[src/rtl/issue_dispatch_ctrl_pkg.sv]
`default_nettype none
// ============================================================================
// Module   : ooo_pkg
// Brief    : Shared types and helpers for the dispatch steering logic.
// Revision : 1.0 - initial release
// ============================================================================
package ooo_pkg;

    localparam int UNIT_ALU = 0;
    localparam int UNIT_FPU = 1;
    localparam int UNIT_LSU = 2;

    typedef enum logic [0:0] {
        ST_EMPTY = 1'b0,
        ST_HELD  = 1'b1
    } hold_state_e;

    // One extra bit so a full station (credit == RS_DEPTH) is representable.
    function automatic int credit_width(input int depth);
        return $clog2(depth) + 1;
    endfunction

    function automatic int unit_idx_width(input int num_units);
        return (num_units > 1) ? $clog2(num_units) : 1;
    endfunction

endpackage
`default_nettype wire

[src/rtl/issue_dispatch_ctrl_if.sv]
`default_nettype none
// ============================================================================
// Module   : issue_dispatch_ctrl_if
// Brief    : Decode-side, RS-side and monitor signals of the dispatch steering.
// Revision : 1.0 - initial release
// ============================================================================
interface issue_dispatch_ctrl_if #(
    parameter int NUM_UNITS = 3,
    parameter int RS_DEPTH  = 4,
    parameter int PAYLOAD_W = 96,
    parameter int CNT_W     = 32
);
    import ooo_pkg::*;

    localparam int UNIT_W = unit_idx_width(NUM_UNITS);
    localparam int CRED_W = credit_width(RS_DEPTH);

    logic                        in_valid;
    logic [UNIT_W-1:0]           in_unit;
    logic [PAYLOAD_W-1:0]        in_payload;
    logic                        in_ready;
    logic                        stall_pipeline;
    logic                        flush_pipeline;
    logic                        sb_can_issue;
    logic [NUM_UNITS-1:0]        rs_release;
    logic [NUM_UNITS-1:0]        disp_en;
    logic [PAYLOAD_W-1:0]        disp_payload;
    logic                        issue_stall;
    logic [NUM_UNITS*CRED_W-1:0] credits;
    logic [NUM_UNITS*CNT_W-1:0]  stall_cycles;
    logic                        credit_err;
    logic                        unit_err;

    modport master (
        output in_valid, in_unit, in_payload, stall_pipeline, flush_pipeline,
               sb_can_issue, rs_release,
        input  in_ready, disp_en, disp_payload, issue_stall, credits,
               stall_cycles, credit_err, unit_err
    );

    modport slave (
        input  in_valid, in_unit, in_payload, stall_pipeline, flush_pipeline,
               sb_can_issue, rs_release,
        output in_ready, disp_en, disp_payload, issue_stall, credits,
               stall_cycles, credit_err, unit_err
    );

endinterface
`default_nettype wire

[src/rtl/issue_dispatch_ctrl_credit.sv]
`default_nettype none
// ============================================================================
// Module   : dispatch_credit_counter
// Brief    : One reservation station's credit counter and saturating stall count.
// Revision : 1.0 - initial release
// ============================================================================
module dispatch_credit_counter
    import ooo_pkg::*;
#(
    parameter int RS_DEPTH = 4,
    parameter int CNT_W    = 32
) (
    input  wire logic                              clk,
    input  wire logic                              rst_n,
    input  wire logic                              flush_i,
    input  wire logic                              fire_i,
    input  wire logic                              release_i,
    input  wire logic                              stall_i,
    output logic [credit_width(RS_DEPTH)-1:0]      credit_o,
    output logic [CNT_W-1:0]                       stall_cnt_o,
    output logic                                   credit_ovf_o
);

    localparam int                CRED_W   = credit_width(RS_DEPTH);
    localparam logic [CRED_W-1:0] CRED_MAX = CRED_W'(RS_DEPTH);

    logic [CRED_W-1:0] credit_q, credit_d;
    logic [CNT_W-1:0]  stall_q, stall_d;

    always_comb begin
        credit_d     = credit_q;
        credit_ovf_o = 1'b0;
        // The station empties along with the pipeline, so the release is moot.
        if (flush_i) begin
            credit_d = CRED_MAX;
        end else if (fire_i && !release_i) begin
            if (credit_q != '0) begin
                credit_d = credit_q - CRED_W'(1);
            end
        end else if (release_i && !fire_i) begin
            if (credit_q == CRED_MAX) begin
                credit_ovf_o = 1'b1;
            end else begin
                credit_d = credit_q + CRED_W'(1);
            end
        end

        stall_d = stall_q;
        if (stall_i && (stall_q != '1)) begin
            stall_d = stall_q + CNT_W'(1);
        end
    end

    always_ff @(posedge clk) begin
        if (!rst_n) begin
            credit_q <= CRED_MAX;
            stall_q  <= '0;
        end else begin
            credit_q <= credit_d;
            stall_q  <= stall_d;
        end
    end

    assign credit_o    = credit_q;
    assign stall_cnt_o = stall_q;

endmodule
`default_nettype wire

[src/rtl/issue_dispatch_ctrl.sv]
`default_nettype none
// ============================================================================
// Module   : issue_dispatch_ctrl
// Brief    : Single-entry hold register steering decoded instructions to RSs.
// Revision : 1.0 - initial release
// ============================================================================
module issue_dispatch_ctrl
    import ooo_pkg::*;
#(
    parameter int NUM_UNITS = 3,
    parameter int RS_DEPTH  = 4,
    parameter int PAYLOAD_W = 96,
    parameter int CNT_W     = 32
) (
    input  wire logic             clk,
    input  wire logic             rst_n,
    issue_dispatch_ctrl_if.slave  disp_if
);

    localparam int UNIT_W = unit_idx_width(NUM_UNITS);
    localparam int CRED_W = credit_width(RS_DEPTH);

    hold_state_e          state_q, state_d;
    logic [UNIT_W-1:0]    unit_q, unit_d;
    logic [PAYLOAD_W-1:0] payload_q, payload_d;
    logic                 credit_err_q, credit_err_d;
    logic                 unit_err_q, unit_err_d;

    logic [CRED_W-1:0]    credit [NUM_UNITS];
    logic [CNT_W-1:0]     stall_cnt [NUM_UNITS];
    logic [NUM_UNITS-1:0] fire_vec;
    logic [NUM_UNITS-1:0] stall_vec;
    logic [NUM_UNITS-1:0] ovf_vec;
    logic [NUM_UNITS-1:0] cred_ok;

    logic held;
    logic fire;
    logic ready;
    logic accept;
    logic unit_legal;
    logic flush;

    assign flush      = disp_if.flush_pipeline;
    assign held       = (state_q == ST_HELD);
    assign unit_legal = 32'(disp_if.in_unit) < 32'(NUM_UNITS);

    // Gated by rst_n so a held instruction cannot strobe out during reset.
    assign fire   = held && rst_n && !disp_if.stall_pipeline && !flush
                    && disp_if.sb_can_issue && cred_ok[unit_q];
    assign ready  = (!held || fire) && !flush;
    assign accept = disp_if.in_valid && ready;

    always_comb begin
        state_d      = state_q;
        unit_d       = unit_q;
        payload_d    = payload_q;
        credit_err_d = credit_err_q | (|ovf_vec);
        unit_err_d   = unit_err_q;

        if (flush) begin
            state_d = ST_EMPTY;
        end else begin
            if (fire) begin
                state_d = ST_EMPTY;
            end
            if (accept) begin
                if (unit_legal) begin
                    state_d   = ST_HELD;
                    unit_d    = disp_if.in_unit;
                    payload_d = disp_if.in_payload;
                end else begin
                    unit_err_d = 1'b1;
                end
            end
        end
    end

    always_ff @(posedge clk) begin
        if (!rst_n) begin
            state_q      <= ST_EMPTY;
            unit_q       <= '0;
            payload_q    <= '0;
            credit_err_q <= 1'b0;
            unit_err_q   <= 1'b0;
        end else begin
            state_q      <= state_d;
            unit_q       <= unit_d;
            payload_q    <= payload_d;
            credit_err_q <= credit_err_d;
            unit_err_q   <= unit_err_d;
        end
    end

    for (genvar g = 0; g < NUM_UNITS; g++) begin : g_unit
        assign fire_vec[g]  = fire && (unit_q == UNIT_W'(g));
        assign stall_vec[g] = held && (unit_q == UNIT_W'(g)) && !fire && !flush;
        assign cred_ok[g]   = (credit[g] != '0);

        dispatch_credit_counter #(
            .RS_DEPTH (RS_DEPTH),
            .CNT_W    (CNT_W)
        ) u_credit (
            .clk          (clk),
            .rst_n        (rst_n),
            .flush_i      (flush),
            .fire_i       (fire_vec[g]),
            .release_i    (disp_if.rs_release[g]),
            .stall_i      (stall_vec[g]),
            .credit_o     (credit[g]),
            .stall_cnt_o  (stall_cnt[g]),
            .credit_ovf_o (ovf_vec[g])
        );

        assign disp_if.credits[g*CRED_W +: CRED_W]     = credit[g];
        assign disp_if.stall_cycles[g*CNT_W +: CNT_W]  = stall_cnt[g];
    end

    assign disp_if.in_ready     = ready;
    assign disp_if.disp_en      = fire_vec;
    assign disp_if.disp_payload = payload_q;
    assign disp_if.issue_stall  = held && !fire && !flush;
    assign disp_if.credit_err   = credit_err_q;
    assign disp_if.unit_err     = unit_err_q;

endmodule
`default_nettype wire
[src/flat_wrapper.sv]
// flat-port wrapper written by rule: the top's interface ports become plain ports
module issue_dispatch_ctrl_flat import ooo_pkg::*;
#(
    parameter int NUM_UNITS = 3,
    parameter int RS_DEPTH  = 4,
    parameter int PAYLOAD_W = 96,
    parameter int CNT_W     = 32
)
  (clk, rst_n, disp_if_in_valid, disp_if_in_unit, disp_if_in_payload, disp_if_stall_pipeline, disp_if_flush_pipeline, disp_if_sb_can_issue, disp_if_rs_release, disp_if_in_ready, disp_if_disp_en, disp_if_disp_payload, disp_if_issue_stall, disp_if_credits, disp_if_stall_cycles, disp_if_credit_err, disp_if_unit_err);
  issue_dispatch_ctrl_if #(.NUM_UNITS(NUM_UNITS), .RS_DEPTH(RS_DEPTH), .PAYLOAD_W(PAYLOAD_W), .CNT_W(CNT_W)) disp_if_i ();
  input  wire logic clk;
  input  wire logic rst_n;
  input wire logic [$bits(disp_if_i.in_valid)-1:0] disp_if_in_valid;
  input wire logic [$bits(disp_if_i.in_unit)-1:0] disp_if_in_unit;
  input wire logic [$bits(disp_if_i.in_payload)-1:0] disp_if_in_payload;
  input wire logic [$bits(disp_if_i.stall_pipeline)-1:0] disp_if_stall_pipeline;
  input wire logic [$bits(disp_if_i.flush_pipeline)-1:0] disp_if_flush_pipeline;
  input wire logic [$bits(disp_if_i.sb_can_issue)-1:0] disp_if_sb_can_issue;
  input wire logic [$bits(disp_if_i.rs_release)-1:0] disp_if_rs_release;
  output wire logic [$bits(disp_if_i.in_ready)-1:0] disp_if_in_ready;
  output wire logic [$bits(disp_if_i.disp_en)-1:0] disp_if_disp_en;
  output wire logic [$bits(disp_if_i.disp_payload)-1:0] disp_if_disp_payload;
  output wire logic [$bits(disp_if_i.issue_stall)-1:0] disp_if_issue_stall;
  output wire logic [$bits(disp_if_i.credits)-1:0] disp_if_credits;
  output wire logic [$bits(disp_if_i.stall_cycles)-1:0] disp_if_stall_cycles;
  output wire logic [$bits(disp_if_i.credit_err)-1:0] disp_if_credit_err;
  output wire logic [$bits(disp_if_i.unit_err)-1:0] disp_if_unit_err;
  assign disp_if_i.in_valid = disp_if_in_valid;
  assign disp_if_i.in_unit = disp_if_in_unit;
  assign disp_if_i.in_payload = disp_if_in_payload;
  assign disp_if_i.stall_pipeline = disp_if_stall_pipeline;
  assign disp_if_i.flush_pipeline = disp_if_flush_pipeline;
  assign disp_if_i.sb_can_issue = disp_if_sb_can_issue;
  assign disp_if_i.rs_release = disp_if_rs_release;
  assign disp_if_in_ready = disp_if_i.in_ready;
  assign disp_if_disp_en = disp_if_i.disp_en;
  assign disp_if_disp_payload = disp_if_i.disp_payload;
  assign disp_if_issue_stall = disp_if_i.issue_stall;
  assign disp_if_credits = disp_if_i.credits;
  assign disp_if_stall_cycles = disp_if_i.stall_cycles;
  assign disp_if_credit_err = disp_if_i.credit_err;
  assign disp_if_unit_err = disp_if_i.unit_err;
  issue_dispatch_ctrl #(.NUM_UNITS(NUM_UNITS), .RS_DEPTH(RS_DEPTH), .PAYLOAD_W(PAYLOAD_W), .CNT_W(CNT_W)) u_core (.clk(clk), .rst_n(rst_n), .disp_if(disp_if_i));
endmodule
[config.mk]
export PLATFORM = sky130hd
export DESIGN_NAME = issue_dispatch_ctrl_flat
export DESIGN_NICKNAME = d
export VERILOG_FILES = /design/src/rtl/issue_dispatch_ctrl_pkg.sv /design/src/rtl/issue_dispatch_ctrl_if.sv /design/src/rtl/issue_dispatch_ctrl_credit.sv /design/src/rtl/issue_dispatch_ctrl.sv /design/src/flat_wrapper.sv
export SDC_FILE = /design/constraint.sdc
export NUM_CORES = 1
export LEC_CHECK = 0
export BUFFER_PORTS_ARGS = -buffer_cell sky130_fd_sc_hd__clkbuf_2
export CAP_MARGIN = 30
export CORE_MARGIN = 5
export CORE_UTILIZATION = 35
export CTS_BUF_LIST = sky130_fd_sc_hd__clkbuf_8
export CTS_CLUSTER_DIAMETER = 100
export DETAILED_ROUTE_END_ITERATION = 6
export PLACE_DENSITY_LB_ADDON = 0.08
export SETUP_SLACK_MARGIN = 0.3
export SYNTH_ARGS = -nofsm -noshare
export SYNTH_HDL_FRONTEND = slang
export SYNTH_SLANG_ARGS = --single-unit
[constraint.sdc]
create_clock -name clk -period 3.55 [get_ports clk]
set_clock_uncertainty 0.2 [all_clocks]
set_input_delay 0.355 -clock clk [delete_from_list [all_inputs] [get_ports clk]]
set_output_delay 0.355 -clock clk [all_outputs]
set_load 0.005 [all_outputs]
==> results.json <==
{
  "clk_pin_slew_ns": 0.06,
  "synth-edff-count": 0,
  "period_minus_slack_ns": 3.04,
  "min_from": "disp_if_flush_pipeline",
  "dpl.hpwl_mm": 18.9,
  "report.final.slew_viol_count": 0,
  "gp_routability_congestion": 0.794,
  "leakage_nw": 5.78,
  "post_cts_resized": 0,
  "numCtsBuffers": 40,
  "crit_path_end_kind": "flip-flop",
  "seq_area_frac_synth_pct": 44.2,
  "rsz0062_at_grt": "no",
  "drive_gt1_share_pct": 26.0,
  "layout_commonest_cell": "clkbuf_2",
  "place_inst": 1699,
  "ys_async_sr_fraction_pct": 0,
  "yosys.area.top_type": "dfxtp_1",
  "criticalPathCategory": "flip-flop to flip-flop",
  "final-instance-count-excl-fill": 1869,
  "h-tree-depth": 2,
  "cp-start-kind": "flip-flop",
  "holdPathEnd": "u_core.g_unit[1].u_credit.credit_o[2]$_SDFFE_PP1P_",
  "grt_usage_pct": 17.9,
  "cts_setup_buffers": 0,
  "top_usage_layer": "met2",
  "setup_viol": 0,
  "cpPeakStageDelay_ns": 0.45,
  "area_growth_syn_to_layout_pct": 39.4,
  "avgSynthCellArea_um2": 8.52,
  "vias_per_cell": 4.79,
  "wl_per_cell_um": 14.8,
  "antenna_found_initial": 2,
  "pre_cts_ws_ns": 0.333,
  "drtPass1Iterations": 5,
  "utilization_pct": 49.8,
  "final_cell_mix": "313 x clkbuf_2, 236 x nand2_1, 206 x dfxtp_1",
  "postRouteAntennaNets": 0,
  "ys_types": 51,
  "ys_top_cells_by_area": "dfxtp_1 44%, nand2_1 9.5%, a21boi_0 8.5%, and2_1 5.0%, xor2_1 4.3%",
  "ios": 315,
  "fin_hold_ws_ns": 0.0645,
  "dr.first_iter.drc_count": 426,
  "maxCapViolCount": 0,
  "synth_seq_cells": 206,
  "ctsHoldBuffers": 98,
  "worst_pin_slew_ns": 0.871,
  "grt_pass1_wl_mm": 45.7,
  "reg2reg_depth": 11,
  "fillCellCount": 2637,
  "reg2reg_from": "u_core.unit_q[1]$_SDFFE_PN0P_",
  "path_cells": "or4b_4, o211ai_4, or3_1, or3_1, inv_1, ha_1, inv_1, fa_1, xor2_1, or3_1, nand3_1",
  "power.density_nw_per_um2": 386,
  "cts_tree": "built",
  "die_width_um": 173,
  "path_max_fanout": 8,
  "peakVddDrop_v": 0.000228,
  "post-route-period-util_pct": 85.7,
  "relSlewSlack_pct": 42.0,
  "cts_sinks": 206,
  "status": "finished clean",
  "cp_common_cell": "or3_1",
  "r2r_setup_slack_ns": 0.51,
  "grt_pass1_vias": 8780,
  "die_area_um2": 30000,
  "rows": 59,
  "use_met1_pct": 22.6,
  "synth_area_um2": 9330,
  "drc_errors": 0,
  "core_um2": 26100,
  "die_h_um": 173,
  "yosysWarnings": 0,
  "wl_mm": 27.7,
  "clockBufferDepth": 3,
  "grt_use_met3_pct": 5.80,
  "grt_start_max_net_pins": 211,
  "final_nets": 1623,
  "whs_path_depth": 4,
  "via_count": 8947,
  "worstPathRequired_ns": 3.81,
  "synth_top_area_share_pct": 44.2,
  "syn-num-nets": 1214,
  "fin_ws_ns": 0.509,
  "max_freq_ghz": 0.329,
  "synthFlopType": "dfxtp_1",
  "slowest_stage": "dfxtp_1",
  "clk_latency_ns": 0.54,
  "cts-root-buf": "clkbuf_8",
  "use_met2_pct": 28.7,
  "hold_viol": 0,
  "grt_overflow": 0,
  "r2r-end": "u_core.g_unit[0].u_credit.credit_o[2]$_SDFFE_PP1P_",
  "critPathArrivalTime_ns": 3.30,
  "hold_path_class": "input pin to flip-flop",
  "port_buffers": 314,
  "tns_ns": 0,
  "start_util_pct": 35.7,
  "syn_inst": 1095
}
-- where the power goes --
part | leakage [nW] | switching (W) | internal, W
sequential | 1.67 | 0.0000255 | 0.00236
clock | 0.466 | 0.000997 | 0.00126
combinational | 3.65 | 0.000177 | 0.000205
-- flip-flops by register name, indices dropped and copies added, names as in the netlist --
signal,flops
u_core.disp_if.credit_err,1
u_core.disp_if.disp_payload,96
u_core.disp_if.unit_err,1
u_core.g_unit.u_credit.credit_o,9
u_core.g_unit.u_credit.stall_cnt_o,96
u_core.held,1
u_core.unit_q,2
-- cell type report --
cell class,instances,area (µm²),share of cell area [%]
clock buffer,46,633,4.87
sequential,206,4120,31.7
timing repair buffer,428,2710,20.9
tap,335,419,3.22
multi-input combinational,799,4870,37.4
clock inverter,25,138,1.06
inverter,29,109,0.837
antenna,1,2.50,0.0192
-- cells in the mapped netlist (3+ instances only) --
library cell    n
nand2_1       236
dfxtp_1       206
a21boi_0      106
and2_1         75
clkbuf_1       48
xor2_1         46
nand3_1        41
nand4_1        35
nor3_1         31
xnor2_1        31
inv_1          29
nor2_1         29
and3_1         22
nor4_1         17
nand2b_1       15
or3_1          15
mux2i_1        12
o21ai_0        12
and4_1          9
ha_1            9
a21oi_1         8
buf_2           8
o21a_1          6
nor3b_1         5
nor4b_1         4
or2_2           4
buf_4           3
fa_1            3
-- how the worst max path moves through the flow --
stage	startpoint	end	slack, ns	depth (start not counted)
final	u_core.unit_q[1]$_SDFFE_PN0P_	u_core.g_unit[0].u_credit.credit_o[2]$_SDFFE_PP1P_	0.51	11
after global routing	u_core.unit_q[1]$_SDFFE_PN0P_	u_core.g_unit[0].u_credit.credit_o[2]$_SDFFE_PP1P_	0.33	11
after CTS	u_core.unit_q[1]$_SDFFE_PN0P_	u_core.g_unit[0].u_credit.credit_o[2]$_SDFFE_PP1P_	0.49	11
after detailed placement	disp_if_flush_pipeline	u_core.g_unit[0].u_credit.credit_o[2]$_SDFFE_PP1P_	0.33	12
after global placement	disp_if_flush_pipeline	u_core.g_unit[0].u_credit.credit_o[2]$_SDFFE_PP1P_	0.37	12
after floorplan	disp_if_flush_pipeline	u_core.g_unit[0].u_credit.credit_o[2]$_SDFFE_PP1P_	0.57	11
-- per-stage QoR --
step	cell area, µm²	total power (W)
final	13000	0.00502
after global routing	13000	0.00529
after CTS	13000	0.00513
after detailed placement	11300	0.00274
after global placement	11300	0.00273
after floorplan	9330	0.00258
-- layer usage --
metal  wire (µm)  vias to the layer above
met5          20                        -
met4         758                        2
met3        2100                       58
met2       12600                      255
met1       12200                     4103
li1            -                     4529
-- critical path: cells and delay by family (launching register included) --
kind / cells / cell delay [ns]
and+or+nand+nor: 5 / 1.29
adders and majority gates: 2 / 0.58
DFF: 1 / 0.45
buffers and inverters: 2 / 0.18
xor gates and xnor gates: 1 / 0.15
AOI/OAI and AO/OA: 1 / 0.11
-- cell families after synthesis --
group                    count (synthesis)  synth area share, %
flip-flops                             206                 44.2
multiplexers                            12                 1.29
AND/OR/NAND/NOR                        549                 29.6
AO/OA/AOI/OAI                          149                 12.0
adder cells (fa/ha/maj)                 12                 1.85
XOR/XNOR                                77                 7.23
buffers and inverters                   90                 3.85
Note: power is estimated with default switching activity, not from simulation.
